[config.mk]
export PLATFORM = sky130hd
export DESIGN_NAME = ordenator_unloader_flat
export DESIGN_NICKNAME = d
export VERILOG_FILES = /design/src/rtl/ordenator_unloader_if.sv /design/src/rtl/ordenator_unloader.sv /design/src/flat_wrapper.sv
export SDC_FILE = /design/constraint.sdc
export NUM_CORES = 1
export LEC_CHECK = 0
export CAP_MARGIN = 0
export CORE_AREA = 3 3 107 109
export CTS_BUF_LIST = sky130_fd_sc_hd__clkbuf_4
export DETAILED_ROUTE_END_ITERATION = 10
export DIE_AREA = 0 0 110 112
export PLACE_DENSITY = 0.8
export SYNTH_ARGS = -nofsm -noshare
export SYNTH_HDL_FRONTEND = slang
export SYNTH_SLANG_ARGS = --single-unit
[constraint.sdc]
create_clock -name clk_i -period 2.51 [get_ports clk_i]
set_input_delay 0.3765 -clock clk_i [delete_from_list [all_inputs] [get_ports clk_i]]
set_output_delay 0.3765 -clock clk_i [all_outputs]
set_load 0.1 [all_outputs]
[src/rtl/ordenator_unloader_if.sv]
// Output stream bundle of the ordenator unloader: element, index, last marker and valid/ready.
interface ordenator_unloader_if #(
    parameter int unsigned DATA_WIDTH = 8,
    parameter int unsigned DATA_SIZE  = 9,
    parameter int unsigned IDX_W      = (($clog2(DATA_SIZE) > 0) ? $clog2(DATA_SIZE) : 1)
);
    logic [DATA_WIDTH-1:0] dout_o;
    logic                  dout_valid_o;
    logic                  dout_ready_i;
    logic [IDX_W-1:0]      dout_idx_o;
    logic                  dout_last_o;

    modport master (
        output dout_o,
        output dout_valid_o,
        output dout_idx_o,
        output dout_last_o,
        input  dout_ready_i
    );

    modport slave (
        input  dout_o,
        input  dout_valid_o,
        input  dout_idx_o,
        input  dout_last_o,
        output dout_ready_i
    );
endinterface

[src/rtl/ordenator_unloader.sv]
// Captures the sorter result on each sort_done rise, streams it out index 0 first,
// and flags any out-of-order element or a new result arriving mid-stream.
module ordenator_unloader #(
    parameter int unsigned DATA_WIDTH = 8,
    parameter int unsigned DATA_SIZE  = 9,
    parameter int unsigned IDX_W      = (($clog2(DATA_SIZE) > 0) ? $clog2(DATA_SIZE) : 1)
) (
    input  logic                  clk_i,
    input  logic                  rstn_i,
    input  logic [DATA_WIDTH-1:0] numbers_i [DATA_SIZE],
    input  logic                  sort_done_i,
    input  logic                  clr_i,
    ordenator_unloader_if.master  dout,
    output logic                  busy_o,
    output logic                  order_err_o,
    output logic                  overrun_o
);

    localparam logic [IDX_W-1:0] LAST_IDX = IDX_W'(DATA_SIZE - 1);

    typedef enum logic {IDLE, STREAM} state_e;

    state_e                state_q, state_d;
    logic [DATA_WIDTH-1:0] buf_q [DATA_SIZE];
    logic [DATA_WIDTH-1:0] buf_d [DATA_SIZE];
    logic [IDX_W-1:0]      idx_q, idx_d;
    logic [DATA_WIDTH-1:0] prev_q, prev_d;
    logic [DATA_WIDTH-1:0] dout_q, dout_d;
    logic                  valid_q, valid_d;
    logic                  last_q, last_d;
    logic                  busy_q, busy_d;
    logic                  err_q, err_d;
    logic                  ovr_q, ovr_d;
    logic                  sort_done_q, sort_done_d;

    logic                  start_c;
    logic                  xfer_c;
    logic                  at_last_c;
    logic [IDX_W-1:0]      idx_inc_c;

    assign sort_done_d = sort_done_i;
    assign start_c     = sort_done_i & ~sort_done_q;
    assign xfer_c      = valid_q & dout.dout_ready_i;
    assign at_last_c   = (idx_q == LAST_IDX);
    assign idx_inc_c   = idx_q + IDX_W'(1);

    // State register
    always_ff @(posedge clk_i or negedge rstn_i) begin
        if (!rstn_i) begin
            state_q <= IDLE;
        end else begin
            state_q <= state_d;
        end
    end

    // Next-state logic
    always_comb begin
        state_d = state_q;
        case (state_q)
            IDLE:    if (start_c)              state_d = STREAM;
            STREAM:  if (xfer_c && at_last_c)  state_d = IDLE;
            default:                           state_d = IDLE;
        endcase
    end

    // Datapath and registered-output next values; a set condition overrides clr_i
    always_comb begin
        buf_d   = buf_q;
        idx_d   = idx_q;
        prev_d  = prev_q;
        dout_d  = dout_q;
        valid_d = valid_q;
        last_d  = last_q;
        busy_d  = busy_q;
        err_d   = err_q;
        ovr_d   = ovr_q;

        if (clr_i) begin
            err_d = 1'b0;
            ovr_d = 1'b0;
        end

        case (state_q)
            IDLE: begin
                if (start_c) begin
                    buf_d   = numbers_i;
                    idx_d   = '0;
                    dout_d  = numbers_i[0];
                    valid_d = 1'b1;
                    busy_d  = 1'b1;
                    last_d  = 1'b0;
                end
            end
            STREAM: begin
                if (start_c) begin
                    ovr_d = 1'b1;
                end
                if (xfer_c) begin
                    prev_d = buf_q[idx_q];
                    if ((idx_q != '0) && (buf_q[idx_q] < prev_q)) begin
                        err_d = 1'b1;
                    end
                    if (at_last_c) begin
                        idx_d   = '0;
                        dout_d  = '0;
                        valid_d = 1'b0;
                        busy_d  = 1'b0;
                        last_d  = 1'b0;
                    end else begin
                        idx_d  = idx_inc_c;
                        dout_d = buf_q[idx_inc_c];
                        last_d = (idx_inc_c == LAST_IDX);
                    end
                end
            end
            default: ;
        endcase
    end

    // Data and output registers
    always_ff @(posedge clk_i or negedge rstn_i) begin
        if (!rstn_i) begin
            for (int i = 0; i < int'(DATA_SIZE); i++) begin
                buf_q[i] <= '0;
            end
            idx_q       <= '0;
            prev_q      <= '0;
            dout_q      <= '0;
            valid_q     <= 1'b0;
            last_q      <= 1'b0;
            busy_q      <= 1'b0;
            err_q       <= 1'b0;
            ovr_q       <= 1'b0;
            sort_done_q <= 1'b0;
        end else begin
            buf_q       <= buf_d;
            idx_q       <= idx_d;
            prev_q      <= prev_d;
            dout_q      <= dout_d;
            valid_q     <= valid_d;
            last_q      <= last_d;
            busy_q      <= busy_d;
            err_q       <= err_d;
            ovr_q       <= ovr_d;
            sort_done_q <= sort_done_d;
        end
    end

    assign dout.dout_o       = dout_q;
    assign dout.dout_valid_o = valid_q;
    assign dout.dout_idx_o   = idx_q;
    assign dout.dout_last_o  = last_q;
    assign busy_o            = busy_q;
    assign order_err_o       = err_q;
    assign overrun_o         = ovr_q;

endmodule

[src/flat_wrapper.sv]
// flat-port wrapper written by rule: the top's interface ports become plain ports
module ordenator_unloader_flat 
#(
    parameter int unsigned DATA_WIDTH = 8,
    parameter int unsigned DATA_SIZE  = 9,
    parameter int unsigned IDX_W      = (($clog2(DATA_SIZE) > 0) ? $clog2(DATA_SIZE) : 1)
)
  (clk_i, rstn_i, numbers_i, sort_done_i, clr_i, busy_o, order_err_o, overrun_o, dout_dout_o, dout_dout_valid_o, dout_dout_idx_o, dout_dout_last_o, dout_dout_ready_i);
  ordenator_unloader_if #(.DATA_WIDTH(DATA_WIDTH), .DATA_SIZE(DATA_SIZE), .IDX_W(IDX_W)) dout_i ();
  input  logic clk_i;
  input  logic rstn_i;
  input  logic [DATA_WIDTH-1:0] numbers_i[DATA_SIZE];
  input  logic sort_done_i;
  input  logic clr_i;
  output logic busy_o;
  output logic order_err_o;
  output logic overrun_o;
  output wire logic [$bits(dout_i.dout_o)-1:0] dout_dout_o;
  output wire logic [$bits(dout_i.dout_valid_o)-1:0] dout_dout_valid_o;
  output wire logic [$bits(dout_i.dout_idx_o)-1:0] dout_dout_idx_o;
  output wire logic [$bits(dout_i.dout_last_o)-1:0] dout_dout_last_o;
  input wire logic [$bits(dout_i.dout_ready_i)-1:0] dout_dout_ready_i;
  assign dout_dout_o = dout_i.dout_o;
  assign dout_dout_valid_o = dout_i.dout_valid_o;
  assign dout_dout_idx_o = dout_i.dout_idx_o;
  assign dout_dout_last_o = dout_i.dout_last_o;
  assign dout_i.dout_ready_i = dout_dout_ready_i;
  ordenator_unloader #(.DATA_WIDTH(DATA_WIDTH), .DATA_SIZE(DATA_SIZE), .IDX_W(IDX_W)) u_core (.clk_i(clk_i), .rstn_i(rstn_i), .numbers_i(numbers_i), .sort_done_i(sort_done_i), .clr_i(clr_i), .dout(dout_i), .busy_o(busy_o), .order_err_o(order_err_o), .overrun_o(overrun_o));
endmodule
# Word level (Yosys, flattened, before mapping)

Index checks and enable logic that the tools add are counted.

$add $sub $neg: 1
Multipliers: 0
Div/mod/pow operators: 0
$lt $le $gt $ge: 3
Eq/ne operators: 5
Shifts and indexed selects: 0
Multiplexer cells: 32
Bitwise gates (word level): 6
Reductions and logical operators: 7

Operator list:

| cell                | number |
|---|---|
| $bmux 8 s4          | 2 |
| $mux 8              | 7 |
| $pmux 8 s2          | 1 |
| $mux 1              | 15 |
| $mux 4              | 3 |
| $ge 5x5->1 const B  | 2 |
| $not 4->5           | 2 |
| $eq 4x4->1 const B  | 2 |
| $lt 8x8->1          | 1 |
| $pmux 4 s2          | 1 |
| $pmux 1 s2          | 3 |
| $reduce_and 2->1    | 3 |
| $add 4x1->4 const B | 1 |
| $ne 2x2->1 const B  | 2 |
| $reduce_bool 4->1   | 1 |
| $reduce_and 3->1    | 1 |
| $and 1x1->1         | 2 |
| $logic_and 1x1->1   | 2 |
| $ne 2x1->1 const B  | 1 |
| $not 1->1           | 2 |

Bits in registers: 98
Latch bits: 0
RAM bits: 0
Bits in read-only memories: 0
Bits of input ports: 77
Output and inout bits: 17
Word-level logic and storage cells: 72
Memories kept: 0

# Longest topological paths before layout

Depth after elaboration: 9
Depth in mapped cells: 12
Mapped depth without buffers: 10

# Least setup slack after synthesis

No wires, ideal clock.

Path kind: reg-to-reg
Start: reg u_core.idx_q[0], in the netlist u_core.dout.dout_idx_o[0]
End: reg u_core.err_q, in the netlist u_core.order_err_o
Library setup time: 94 ps
Arrival: 3062 ps
Required time: 2416 ps
Setup slack: -646 ps
Stages on the path, launching flop included: 10
Buffers on the path: 2
Period minus slack after synthesis: 3156 ps
Cell sequence: dfrtp_1 > buf_6 > buf_6 > mux4_2 > mux2i_1 > o21ai_1 > ha_1 > a2111oi_0 > o21ai_0 > a211oi_1

Longest elaborated chain between the ends: 9
Elaborated cells between the ends (all ways): 10
Those cells by class: order compare: 1; mux: 6; bitwise: 1; reduce/logical: 2

Ends and longest elaborated chain:

| what                                       | RTL line                  | text |
|---|---|---|
| start, declared                            | ordenator_unloader.sv:26  | `logic [IDX_W-1:0] idx_q, idx_d;` |
| start signal, assigned                     | ordenator_unloader.sv:137 | `idx_q <= idx_d;` |
| $not 4->5 (implied by the code)            | ordenator_unloader.sv:100 | `if ((idx_q != '0) && (buf_q[idx_q] < prev_q)) begin` |
| $bmux 8 s4                                 | ordenator_unloader.sv:100 |  |
| $mux 8 (implied by the code) (2 in series) | ordenator_unloader.sv:100 |  |
| $lt 8x8->1                                 | ordenator_unloader.sv:100 |  |
| $logic_and 1x1->1 (*)                      | ordenator_unloader.sv:100 |  |
| $mux 1 (*)                                 | ordenator_unloader.sv:100 |  |
| $mux 1 (*)                                 | ordenator_unloader.sv:98  | `if (xfer_c) begin` |
| $mux 1 (*)                                 | ordenator_unloader.sv:83  | `case (state_q)` |
| net u_core.err_d                           | ordenator_unloader.sv:32  | `logic err_q, err_d;` |
| end signal, assigned                       | ordenator_unloader.sv:143 | `err_q <= err_d;` |
| end, declared                              | ordenator_unloader.sv:32  |  |

The timed path passes the listed nets; every way through them passes the cells marked *. The select of a mux whose other input is x is not followed.
A chain may end at the register's enable or synchronous reset.

# Final worst setup path

Ends and elaborated chain as after synthesis.

==> run metrics <==
failing checks negative hold slack, negative setup slack; # Max-Cap Violations 0; number of DRC violations after detailed-routing iteration 0 261; fraction of power consumed by sequential logic 34.2%; min-delay worst type input port to async pin; number of pins with negative max-slew slack in the final report 0; top-level I/O count 94; initial cell density of the core 48.2%; root buf cell clkbuf_4; placeable core region 10700 um^2; clock edge transition at the registers on the reported setup and hold paths 0.16 ns; Setup WS pre-CTS -0.00346 ns; share of the cycle needed by the critical path after routing 101%; CP Buf/Inv Count 1; Max Clock Freq 394 MHz; cell seen most often among critical-path stages o21ai_1; Worst R2R Setup Slack -0.03 ns; Overall Global Routing Usage 22.5%; number of global-route vias before repair 4316; placed cell count 741; worst stage delay on the critical path 0.52 ns; Max transition margin 46.5%; CP Max Fanout 5; number of antenna violations at the first check in global routing 1; summed negative setup slack over all endpoints -0.0263 ns; die extent in y 112 um; P&R area growth vs syn 25.4%; post-detailed-route via-to-cell ratio 5.56; post-synth cell types 41; first-pass iteration count of the detailed router 5; quantity of hold-fixing buffers added after cts 0; fraction of the yosys area taken by sequential cells 47.6%; post-synthesis sequential element count 98; Netlist Area Pre-Place 5160 um^2; largest clock skew in the final design 0.0143 ns; ys async rst share 100%; worst slew pin tran 0.803 ns; Layout Nets 706; mean post-synth cell area 9.82 um^2; Clock power frac 11.8%; pin count of the biggest net entering global routing 63; WP data arrival 2.92 ns; die area 12300 um^2; x dimension of the die 110 um; Cell Count, Final, Fillers Out 765; net switching fraction of the power 44.6%; Cell Chain, Critical Path buf_4 > mux4_2 > mux2i_2 > o21ai_1 > ha_1 > a2111oi_0 > o21ai_1 > a211oi_2; clock tree from TritonCTS done; via count 4257; kind of critical path flop to flop; internal power 4.91 mW; total DRC errors in the routed layout 0; CP endpoint kind flop; CP startpoint kind flop; kind of cell with the highest combined delay on the critical path compound AO/OA/AOI/OAI gates; status complete, but fails checks; Final HPWL DP 9490 um; Placement Rows 38; Required @ worst endpoint 2.89 ns; first-pass GRT wire length 21500 um; clock tree sinks 98; gpl congestion 0.880; worst path setup slack after routing -0.0263 ns; global route total overflow 0; count of filler cells inserted in the layout 887; Final Hold Vio Count 8; setup repair after global routing missed its margin yes; total wirelength of the detailed-routed design 13300 um; number of levels in the clock H-tree 3; critical path's slowest cell mux4_2; Port Buf Inserts 93; post-synth net total 612; Num CTS Buffers 9; clock network latency to the later pin of the worst-skew pair 0.45 ns; share of cells above drive strength 1 17.8%; Net Sw Power 3.95 mW; setup violation total in the final timing report 1; part of the power in combinational logic 54.0%; Power Dens Cells 1370 nW/um^2; count of mapped cells out of synthesis 525; Hold Worst Slack -0.00700 ns; final critical path time including I/O delays and setup 2.54 ns; number of warning messages in the yosys log 0; maximum clock path buffer count 2; worst vdd rail ir drop 811 uV; leakage power summed over all cells 3.05 nW; Post-synth top flop dfrtp_1; count of antenna-violating nets left after detailed routing 0; Post-synth EDFFs 0; post-detailed-route wirelength per cell 17.3 um
worst reg2reg max path, stage by stage (launching register included):
cell,delay (ns)
dfrtp_4,0.45
buf_4,0.18
mux4_2,0.52
mux2i_2,0.21
o21ai_1,0.11
ha_1,0.21
a2111oi_0,0.44
o21ai_1,0.15
a211oi_2,0.20
power groups by stage:
| stage | Clock, mW | Combinational [mW] | Sequential (mW) |
|---|---|---|---|
| after floorplan | 0 | 2.98 | 3.45 |
| after global placement | 0 | 4.38 | 3.03 |
| after detailed placement | 0 | 4.51 | 3.09 |
| after CTS | 1.05 | 4.61 | 3.05 |
| after global routing | 1.13 | 5.18 | 3.11 |
| final | 1.05 | 4.78 | 3.03 |
through the flow:
step / util, % / power (mW) / instance area, um^2
after detailed placement: 57.9 / 7.60 / 6190
after floorplan: - / 6.43 / 5180
after CTS: 59.9 / 8.71 / 6410
final: 60.4 / 8.86 / 6460
after global routing: 60.4 / 9.41 / 6460
after global placement: 57.9 / 7.41 / 6190
state kept, by name, indices dropped and copies added, names as in the netlist:
name,flops
u_core.dout.dout_o,8
u_core.buf_q,72
u_core.dout.dout_valid_o,1
u_core.dout.dout_last_o,1
u_core.prev_q,8
u_core.sort_done_q,1
u_core.dout.dout_idx_o,4
u_core.order_err_o,1
u_core.state_q,1
u_core.overrun_o,1
cells by family (layout without fill, tap and decap cells):
| logic type | count (synthesis) | after routing | synth area share (%) |
|---|---|---|---|
| and+or+nand+nor | 273 | 273 | 21.7 |
| DFF | 98 | 98 | 47.6 |
| buffers and inverters | 49 | 148 | 4.68 |
| muxes | 48 | 48 | 17.0 |
| AOI/OAI and AO/OA | 45 | 45 | 6.16 |
| adders and majority gates | 10 | 10 | 2.43 |
| xor gates and xnor gates | 2 | 2 | 0.485 |
| other | 0 | 1 | 0 |
layout make-up:
type | count | area, um^2 | share of cell area (%)
clock inverter | 7 | 118 | 1.82
tap | 140 | 175 | 2.71
multi-input combinational | 378 | 2490 | 38.6
inverter | 13 | 51.3 | 0.794
timing repair buffer | 119 | 1090 | 16.9
antenna | 1 | 2.50 | 0.0387
clock buffer | 9 | 67.6 | 1.05
sequential | 98 | 2460 | 38.1
final timing paths:
check / start / to / cells after the start
worst max register to register: u_core.dout.dout_idx_o[0] / u_core.order_err_o / 8
worst min-delay path: rstn_i / u_core.buf_q[45] / 1
worst max-delay path: u_core.dout.dout_idx_o[0] / u_core.order_err_o / 8
max in group asynchronous: rstn_i / u_core.buf_q[41] / 2
min in group clk_i: numbers_i[37] / u_core.buf_q[37] / 3
worst min register to register: u_core.buf_q[48] / u_core.buf_q[48] / 2
cells in the mapped netlist, types with 3 or more instances:
cell type  count  share of area, %
nand2_1      231                17
dfrtp_1       98                48
mux4_2        31                14
nand3_1       18               1.7
buf_2         16               1.6
clkbuf_1      14               1.0
inv_1         12              0.87
ha_1          10               2.4
mux2i_1       10               1.9
o21ai_0        8              0.78
o21ai_1        8              0.78
mux2_2         7               1.5
a21oi_1        6              0.58
a222oi_1       6               1.2
buf_6          4              0.87
nor2_1         4              0.29
nor2b_1        4              0.49
a21o_1         3              0.44
layer usage:
layer / up-vias / track usage (%) / part of all wire [%]
met5: - / 0 / 0
met1: 2064 / 31.5 / 42
met4: 0 / 9.23 / 2.1
met3: 22 / 3.13 / 7.7
met2: 210 / 35.2 / 48
li1: 1961 / - / -
timing repair:
item                                    CTS  global route
endpoints found under the setup margin    1             9
setup buffers                             4             3
pin swaps                                 0             1
resized for setup                         0             7
placed cells by master (no fill, tap or decap), types with 2 or more instances in the layout:
| cell | count |
|---|---|
| a21oi_1 | 6 |
| o21ai_1 | 9 |
| nor2_1 | 4 |
| mux2_2 | 7 |
| nor2b_1 | 4 |
| mux2i_1 | 9 |
| buf_4 | 43 |
| dfrtp_1 | 95 |
| nand2b_1 | 2 |
| inv_1 | 12 |
| a21o_1 | 3 |
| bufinv_16 | 3 |
| ha_1 | 10 |
| clkinv_2 | 2 |
| o21a_1 | 2 |
| nand3b_1 | 2 |
| a221oi_1 | 2 |
| a222oi_1 | 6 |
| and2_4 | 2 |
| nand2_1 | 231 |
| nand3_1 | 18 |
| clkdlybuf4s50_1 | 75 |
| dfrtp_4 | 2 |
| a41o_1 | 2 |
| clkinv_4 | 2 |
| o21ai_0 | 7 |
| nand4b_1 | 2 |
| o211ai_1 | 2 |
| clkbuf_4 | 9 |
| mux4_2 | 31 |
Note: power is estimated with default switching activity, not from simulation.
